### src/rtl/pulse_train_gen.sv
// Programmable pulse-train generator on clk1: start/busy/done handshake launches
// a train of num pulses (width high, gap low) after an initial delay.
//
// state | meaning
// IDLE  | waiting for start; outputs hold last pulses_sent
// DELAY | counting the initial delay before the first rise
// HIGH  | data_out high for max(width,1) cycles
// GAP   | data_out low for max(gap,1) cycles between pulses
module pulse_train_gen #(
  parameter int CNT_W = 8,
  parameter int NUM_W = 8
) (
  input  logic             clk1,
  input  logic             reset,
  input  logic             start,
  input  logic             abort,
  input  logic [CNT_W-1:0] delay,
  input  logic [CNT_W-1:0] width,
  input  logic [CNT_W-1:0] gap,
  input  logic [NUM_W-1:0] num,
  output logic             data_out,
  output logic             busy,
  output logic             done,
  output logic [NUM_W-1:0] pulses_sent
);

  typedef enum logic [1:0] {IDLE, DELAY, HIGH, GAP} state_t;

  state_t           state, state_nxt;
  logic [CNT_W-1:0] cnt, cnt_nxt;
  logic [CNT_W-1:0] width_m1, gap_m1;
  logic [CNT_W-1:0] width_m1_in, gap_m1_in;
  logic [NUM_W-1:0] num_q;
  logic [NUM_W-1:0] sent_nxt, sent_inc;
  logic             data_nxt, busy_nxt, done_nxt, capture;

  // Zero width/gap is clamped to one cycle, so the reload value never wraps.
  assign width_m1_in = (width == '0) ? '0 : width - CNT_W'(1);
  assign gap_m1_in   = (gap == '0)   ? '0 : gap - CNT_W'(1);
  assign sent_inc    = pulses_sent + NUM_W'(1);

  always_ff @(posedge clk1) begin
    if (reset) begin
      state       <= IDLE;
      cnt         <= '0;
      data_out    <= 1'b0;
      busy        <= 1'b0;
      done        <= 1'b0;
      pulses_sent <= '0;
    end else begin
      state       <= state_nxt;
      cnt         <= cnt_nxt;
      data_out    <= data_nxt;
      busy        <= busy_nxt;
      done        <= done_nxt;
      pulses_sent <= sent_nxt;
    end
  end

  always_ff @(posedge clk1) begin
    if (reset) begin
      width_m1 <= '0;
      gap_m1   <= '0;
      num_q    <= '0;
    end else if (capture) begin
      width_m1 <= width_m1_in;
      gap_m1   <= gap_m1_in;
      num_q    <= num;
    end
  end

  always_comb begin
    state_nxt = state;
    cnt_nxt   = cnt;
    data_nxt  = data_out;
    busy_nxt  = busy;
    done_nxt  = 1'b0;
    sent_nxt  = pulses_sent;
    capture   = 1'b0;

    case (state)
      IDLE: begin
        if (start && !abort) begin
          capture   = 1'b1;
          state_nxt = DELAY;
          cnt_nxt   = delay;
          busy_nxt  = 1'b1;
          sent_nxt  = '0;
          data_nxt  = 1'b0;
        end
      end
      DELAY: begin
        if (cnt == '0) begin
          if (num_q == '0) begin
            state_nxt = IDLE;
            busy_nxt  = 1'b0;
            done_nxt  = 1'b1;
          end else begin
            state_nxt = HIGH;
            data_nxt  = 1'b1;
            cnt_nxt   = width_m1;
          end
        end else begin
          cnt_nxt = cnt - CNT_W'(1);
        end
      end
      HIGH: begin
        if (cnt == '0) begin
          data_nxt = 1'b0;
          sent_nxt = sent_inc;
          if (sent_inc == num_q) begin
            state_nxt = IDLE;
            busy_nxt  = 1'b0;
            done_nxt  = 1'b1;
          end else begin
            state_nxt = GAP;
            cnt_nxt   = gap_m1;
          end
        end else begin
          cnt_nxt = cnt - CNT_W'(1);
        end
      end
      GAP: begin
        if (cnt == '0) begin
          state_nxt = HIGH;
          data_nxt  = 1'b1;
          cnt_nxt   = width_m1;
        end else begin
          cnt_nxt = cnt - CNT_W'(1);
        end
      end
      default: state_nxt = IDLE;
    endcase

    // Abort cancels everything in flight; a partially driven pulse is not counted.
    if (abort && state != IDLE) begin
      state_nxt = IDLE;
      data_nxt  = 1'b0;
      busy_nxt  = 1'b0;
      done_nxt  = 1'b0;
      sent_nxt  = pulses_sent;
      capture   = 1'b0;
    end
  end

endmodule
### config.mk
export PLATFORM = sky130hd
export DESIGN_NAME = pulse_train_gen
export DESIGN_NICKNAME = d
export VERILOG_FILES = /design/src/rtl/pulse_train_gen.sv
export SDC_FILE = /design/constraint.sdc
export NUM_CORES = 1
export LEC_CHECK = 0
export ABC_AREA = 1
export CAP_MARGIN = 20
export CORE_MARGIN = 2
export CORE_UTILIZATION = 43
export CTS_CLUSTER_SIZE = 24
export DETAILED_ROUTE_END_ITERATION = 16
export DONT_BUFFER_PORTS = 1
export HOLD_SLACK_MARGIN = 0.12
export SYNTH_ARGS = -nofsm -noshare
export SYNTH_HDL_FRONTEND = slang
export SYNTH_SLANG_ARGS = --single-unit
### constraint.sdc
create_clock -name clk1 -period 3.6 [get_ports clk1]
set_input_delay 0.9 -clock clk1 [delete_from_list [all_inputs] [get_ports clk1]]
set_output_delay 0.9 -clock clk1 [all_outputs]
set_load 0.05 [all_outputs]
==> results of run 1 <==
cells in the final DEF (no fill, tap or decap), drive strengths merged:
cell,count
inv,59
clkinvlp,1
and2,1
a21oi,42
xnor2,2
a211oi,5
xor2,10
a31oi,2
clkbuf,7
nand3,32
o21ai,24
nand4,14
a22oi,11
dfxtp,45
buf,2
clkinv,1
nor3,5
ha,10
o2111ai,1
nor2,49
nand2,106
or2,5
routing by layer:
| layer | track usage | wire length [um] | up-vias |
|---|---|---|---|
| met1 | 0.253 | 3260 | 1174 |
| li1 | - | - | 1417 |
| met5 | 0 | 0 | - |
| met2 | 0.318 | 3070 | 73 |
| met3 | 0.0414 | 312 | 12 |
| met4 | 0.0620 | 131 | 0 |
final cells by class:
type                       count  area share
multi-input combinational    319       0.564
sequential                    45       0.297
inverter                      60      0.0750
tap                           77      0.0317
clock buffer                   7      0.0251
timing repair buffer           2     0.00495
clock inverter                 1     0.00247
metrics by stage:
stage          setup WS, ps  cells  utilization  power, uW  area [sq um]
2_1_floorplan          1360    437            -       1360          2900
3_3_place_gp           1210    503        0.460       1490          2950
3_5_place_dp           1170    503        0.460       1500          2950
4_1_cts                1210    511        0.473       1810          3040
5_1_grt                 966    511        0.473       1950          3040
6_report               1220    511        0.473       1800          3040
power by group through the flow:
stage | Combinational (uW) | Clock [uW] | Sequential, uW
after floorplan | 636 | 0 | 723
after global placement | 750 | 0 | 740
after detailed placement | 755 | 0 | 741
after CTS | 757 | 319 | 730
after global routing | 865 | 343 | 744
final | 758 | 311 | 730
state kept, by name (all words and copies together) (netlist names):
name,flops
num_q,8
cnt,8
data_out,1
width_m1,8
busy,1
state,2
pulses_sent,8
gap_m1,8
done,1
synth_stat cells, drive strengths merged:
cell type,instances
a22oi,11
nand3,32
nor2,49
nand2,106
clkbuf,7
xor2,10
buf,6
ha,10
a31oi,2
nand4,14
or2,5
a211oi,5
o21ai,24
clkinv,1
and2,1
dfxtp,45
nor3,5
o2111ai,1
a21oi,42
xnor2,2
inv,59
kinds of logic after synthesis:
family	count (synthesis)	share of synthesized area
simple gates	212	0.346
compound gates	85	0.164
buf+inv	73	0.100
flops	45	0.310
xor+xnor	12	0.0362
fa+ha+maj	10	0.0431
critical path, stage by stage (launching register included):
cell and delay, ps:
dfxtp_1 750, ha_1 300, nand2_1 110, nor2_1 140, nand3_1 100, nand3_1 100
nand3_1 120, nor2_4 170, nand4_4 160, nand3_4 170, nand2_1 70, nand2_1 60
nor2_1 40
path summary, 6_finish.rpt:
path	startpoint	endpoint	slack, ps	cells past startpoint
max reg2reg	pulses_sent[0]	cnt[4]	1220	12
max	pulses_sent[0]	cnt[4]	1220	12
min	gap_m1[4]	gap_m1[4]	460	2
min reg2reg	gap_m1[4]	gap_m1[4]	460	2
==> impl_metrics.env, run 1 <==
export IMPL_cts_resized=0
export IMPL_final_fill_count=686
export IMPL_yosys_warnings=0
export IMPL_setup_violations=0
export IMPL_synth_area_leaders="dfxtp_1 (31%), nand2_1 (13%), a21oi_1 (7.2%), inv_1 (7.1%), nor2_1 (5.3%)"
export IMPL_fp_dieArea_sq_um=7420
export IMPL_port_buffers=0
export IMPL_drc=0
export IMPL_cts_clk_slew_worst_paths_ps=90
export IMPL_cp_end_kind="register"
export IMPL_grt_ovfl_total=0
export IMPL_post_route_min_period_ps=2380
export IMPL_num_nets_final=479
export IMPL_finalHoldViolCount=0
export IMPL_routed_wirelength_mm=6.78
export IMPL_syn_cell_area_sq_um=2900
export IMPL_multiInputGateArea_sq_um=1710
export IMPL_die_y_um=86.2
export IMPL_crit_type="register to register"
export IMPL_grt_pass1_vias=2605
export IMPL_slew_headroom=0.568
export IMPL_holdWs_ps=463
export IMPL_synth_top_area_share=0.310
export IMPL_firstDrtPassIters=4
export IMPL_cts_setup_buffers=0
export IMPL_cts_tree="done"
export IMPL_p_clk_frac=0.173
export IMPL_antenna_found_initial=0
export IMPL_gp_congestion=0.889
export IMPL_synth_distinct_cells=34
export IMPL_max_freq_mhz=420
export IMPL_routed_via_density=5.24
export IMPL_rsz0062_at_grt="false"
export IMPL_cts_buffers=5
export IMPL_synth_seq_cells=45
export IMPL_cts_path_max_buffers=2
export IMPL_fin_tns_setup_ps=0
export IMPL_yosysSeqAreaShare=0.310
export IMPL_postSynthAreaPerCell_sq_um=6.64
export IMPL_hold_buffers=0
export IMPL_grt_max_degree=26
export IMPL_ant_nets=0
export IMPL_cellPowerDensity_nw_per_um2=593
export IMPL_fin_crit_sh=0.662
export IMPL_netSwitchingPower_uw=823
export IMPL_initial_core_util=0.452
export IMPL_cp_required_ps=3800
export IMPL_grt_pass1_wl_mm=11.7
export IMPL_status="finished, final reports clean"
export IMPL_via_count=2676
export IMPL_critPathLaunchType="register"
export IMPL_cts_root_buf="clkbuf_8"
export IMPL_yosys_area_top_type="dfxtp_1"
export IMPL_drt_iter0_drc=126
export IMPL_cp_max_fo=9
export IMPL_report_final_slew_viol_count=0
export IMPL_die_width_um=86.2
export IMPL_p_int_uw=976
export IMPL_synthToLayoutAreaGrowth_pct=4.57
export IMPL_p_seq_frac=0.406
export IMPL_tightestPinTransition_ps=647
export IMPL_synthCells=437
export IMPL_drive_gt1_frac=0.0876
export IMPL_vdd_ir_drop_max_mv=0.225
export IMPL_rows=29
export IMPL_p_leak_uw=0.00136
export IMPL_cts_sinks=45
export IMPL_combinationalPowerShare=0.421
export IMPL_switching_share=0.457
export IMPL_clk_insertion_delay_late_ps=300
export IMPL_hp_class="register to register"
export IMPL_num_antenna_cells=0
export IMPL_cts_htree_levels=2
export IMPL_core_sq_um=6420
export IMPL_io_pins=47
export IMPL_wl_per_cell_um=13.3
export IMPL_maxCapViolCount=0
export IMPL_regArea_sq_um=901
export IMPL_synth_nets=483
export IMPL_fin_skew_ps=11.8
export IMPL_grtUsageTotal=0.194
export IMPL_hpwlAfterDp_mm=5.37
export IMPL_arrival_ps=2580
(Power assumes the default switching activity.)
==> inputs of run 2 (changes only) <==
- ABC_AREA: 1 -> 0
- clock period: 3.6 -> 2 ns (I/O delays scaled with it)
==> run 2 against run 1 <==
The flow now finishes with violations (setup timing). Sequential power increased by 60%. Highest routed layer unchanged. Critical endpoint is now cnt[0]. Wire length increased by 20%. Count of clock-buffer cells in the layout decreased by 2. Cell area increased by 17%. Maximum frequency increased by 6.6%. Largest power group unchanged. Critical path depth decreased by 5. Setup slack got worse by 1500 ps. Sequential share of layout area decreased by 3.7 points. Register-to-register slack got worse by 1500 ps. Via count increased by 4.8%.
==> impl_metrics.env, run 2 <==
export IMPL_status="complete, but fails checks"
export IMPL_violations="setup timing"
export IMPL_max_freq_mhz=447
export IMPL_tightestPinTransition_ps=536
export IMPL_cts_root_buf="clkbuf_8"
export IMPL_slowest_stage="a2111o_1"
export IMPL_rrSetupSlack_ps=-240
export IMPL_regArea_sq_um=927
export IMPL_r2r_end="cnt[0]"
export IMPL_synth_area_leaders="dfxtp_1 (32%), a21oi_1 (6.1%), nand2_1 (4.8%), ha_1 (4.5%), nor2_1 (4.2%)"
export IMPL_num_nets_final=450
export IMPL_fin_util=0.565
export IMPL_yosys_warnings=0
export IMPL_drt_iter0_drc=171
export IMPL_hpwlAfterDp_mm=6.10
export IMPL_cts_tree="done"
export IMPL_grtUsageTotal=0.224
export IMPL_yosysSeqAreaShare=0.322
export IMPL_cp_end_kind="register"
export IMPL_placed_area_sq_um=3300
export IMPL_maxCapViolCount=0
export IMPL_final_common_cell="buf_4"
export IMPL_setup_ws_ps=-235
export IMPL_cts_buffers=5
export IMPL_rows=29
export IMPL_hp_class="input port to register"
export IMPL_cp_slowest_stage_delay_ps=460
export IMPL_synth_edf_count=0
export IMPL_synth_top_area_share=0.322
export IMPL_fin_skew_ps=4.40
export IMPL_rsz0062_at_grt="true"
export IMPL_vdd_ir_drop_max_mv=0.693
export IMPL_final_fill_count=603
export IMPL_hold_depth=1
export IMPL_report_final_slew_viol_count=0
export IMPL_postSynth_asyncResetShare=0
export IMPL_grt_pass1_vias=2652
export IMPL_initial_core_util=0.443
export IMPL_path_buf_inv=1
export IMPL_r2r_start="pulses_sent[5]"
export IMPL_final_cell_mix="buf_4 (57), nand2_1 (34), dfxtp_1 (34), nor2_1 (30), a21oi_1 (29)"
export IMPL_synthCells=357
export IMPL_antenna_found_initial=0
export IMPL_hold_buffers=0
export IMPL_final_area_sq_um=3570
export IMPL_synth_ff_type="dfxtp_1"
export IMPL_critPathLaunchType="register"
export IMPL_num_antenna_cells=0
export IMPL_syn_cell_area_sq_um=2800
export IMPL_cts_clk_slew_worst_paths_ps=100
export IMPL_yosys_area_top_type="dfxtp_1"
export IMPL_fp_dieArea_sq_um=7170
export IMPL_final_cells=482
export IMPL_crit_type="register to register"
export IMPL_cts_path_max_buffers=2
export IMPL_routed_via_density=5.82
export IMPL_hold_path_end="pulses_sent[2]"
export IMPL_synth_distinct_cells=53
export IMPL_grt_max_degree=41
export IMPL_arrival_ps=2440
export IMPL_wl_per_cell_um=16.8
export IMPL_synth_most_common_cell="dfxtp_1"
export IMPL_grt_pass1_wl_mm=13.0
export IMPL_slew_headroom=0.642
export IMPL_cellPowerDensity_nw_per_um2=1120
export IMPL_clk_insertion_delay_late_ps=310
export IMPL_worstPathCellList="nand4_1, or3_1, a2111o_1, o41ai_4, buf_4, a221oi_1, a31o_2"
export IMPL_die_y_um=84.7
export IMPL_routed_wirelength_mm=8.11
export IMPL_post_route_min_period_ps=2240
export IMPL_cts_sinks=45
export IMPL_cts_htree_levels=2
export IMPL_ff2ff_path_depth=7
export IMPL_postSynthAreaPerCell_sq_um=7.84
export IMPL_io_pins=47
export IMPL_synth_seq_cells=45
export IMPL_multiInputGateArea_sq_um=1910
export IMPL_drive_gt1_frac=0.296
export IMPL_fin_crit_sh=1.12
export IMPL_cp_max_fo=5
export IMPL_firstDrtPassIters=4
export IMPL_setup_violations=12
export IMPL_synthToLayoutAreaGrowth_pct=27.5
export IMPL_synth_nets=403
export IMPL_path_delay_family="compound AO/OA/AOI/OAI gates"
export IMPL_grt_ovfl_total=0
export IMPL_gp_congestion=0.934
export IMPL_finalHoldViolCount=0
export IMPL_hold_start="reset"
export IMPL_dp_cells=472
export IMPL_drc=0
export IMPL_via_count=2804
export IMPL_cp_required_ps=2210
export IMPL_die_width_um=84.7
export IMPL_core_sq_um=6310
export IMPL_ys_top_cells_by_count="dfxtp_1 (45), nand2_1 (36), a21oi_1 (34)"
export IMPL_ant_nets=0
export IMPL_p_leak_uw=0.00136
export IMPL_port_buffers=0
-- run 2: per-stage QoR --
| stage | setup WS, ps | TNS, ps | total power (uW) | hold WS [ps] |
|---|---|---|---|---|
| floorplan | -319 | -2770 | 2420 | 461 |
| global placement | -258 | -2590 | 3160 | 469 |
| detailed placement | -240 | -2820 | 3170 | 476 |
| CTS | -216 | -2260 | 3850 | 238 |
| global route | -312 | -3350 | 4260 | 236 |
| finish | -235 | -1870 | 4010 | 243 |
-- run 2: power by group --
group	switching (uW)	total, uW	internal (uW)
registers	152	1170	1020
logic	1200	2220	1020
clock network	357	612	255
total	1710	4010	2300
-- run 2: per-layer routing --
metal | global-route usage | vias up | part of all wire
met1 | 0.325 | 1293 | 0.48
met3 | 0.0452 | 10 | 0.072
met2 | 0.342 | 91 | 0.44
li1 | - | 1410 | -
met4 | 0.0519 | 0 | 0.013
met5 | 0 | - | 0
-- run 2: worst max-delay path by stage --
stage / cells after the start / from / slack [ps] / endpoint
6_report: 7 / pulses_sent[5] / -240 / cnt[0]
5_1_grt: 7 / pulses_sent[5] / -310 / cnt[0]
4_1_cts: 7 / pulses_sent[5] / -220 / cnt[2]
3_5_place_dp: 7 / pulses_sent[0] / -240 / cnt[0]
3_3_place_gp: 6 / pulses_sent[5] / -260 / cnt[0]
2_1_floorplan: 6 / pulses_sent[5] / -320 / cnt[5]
-- run 2: final cells by class --
class                   count  share of cell area
inverters                  14              0.0147
repair buffers             61               0.135
well taps                  77              0.0270
clock buffers               5              0.0193
flip-flops and latches     45               0.260
multi-input cells         277               0.537
clock inverters             3             0.00702
-- run 2: repair_timing --
action / 4_1_cts / 5_1_grt
gates resized for setup: 11 / 25
gates cloned: 0 / 0
pin swaps: 3 / 11
setup buffers: 1 / 1
endpoints found under the setup margin: 20 / 35
-- run 2: kinds of logic (layout without fill, tap and decap cells) --
family | after synthesis | count (layout) | synth area share
flip-flops | 45 | 45 | 0.322
AO/OA/AOI/OAI | 114 | 114 | 0.278
buffers and inverters | 35 | 83 | 0.0483
XOR/XNOR | 22 | 22 | 0.0689
adder cells (fa/ha/maj) | 10 | 10 | 0.0447
multiplexers | 1 | 1 | 0.00358
AND/OR/NAND/NOR | 130 | 130 | 0.235
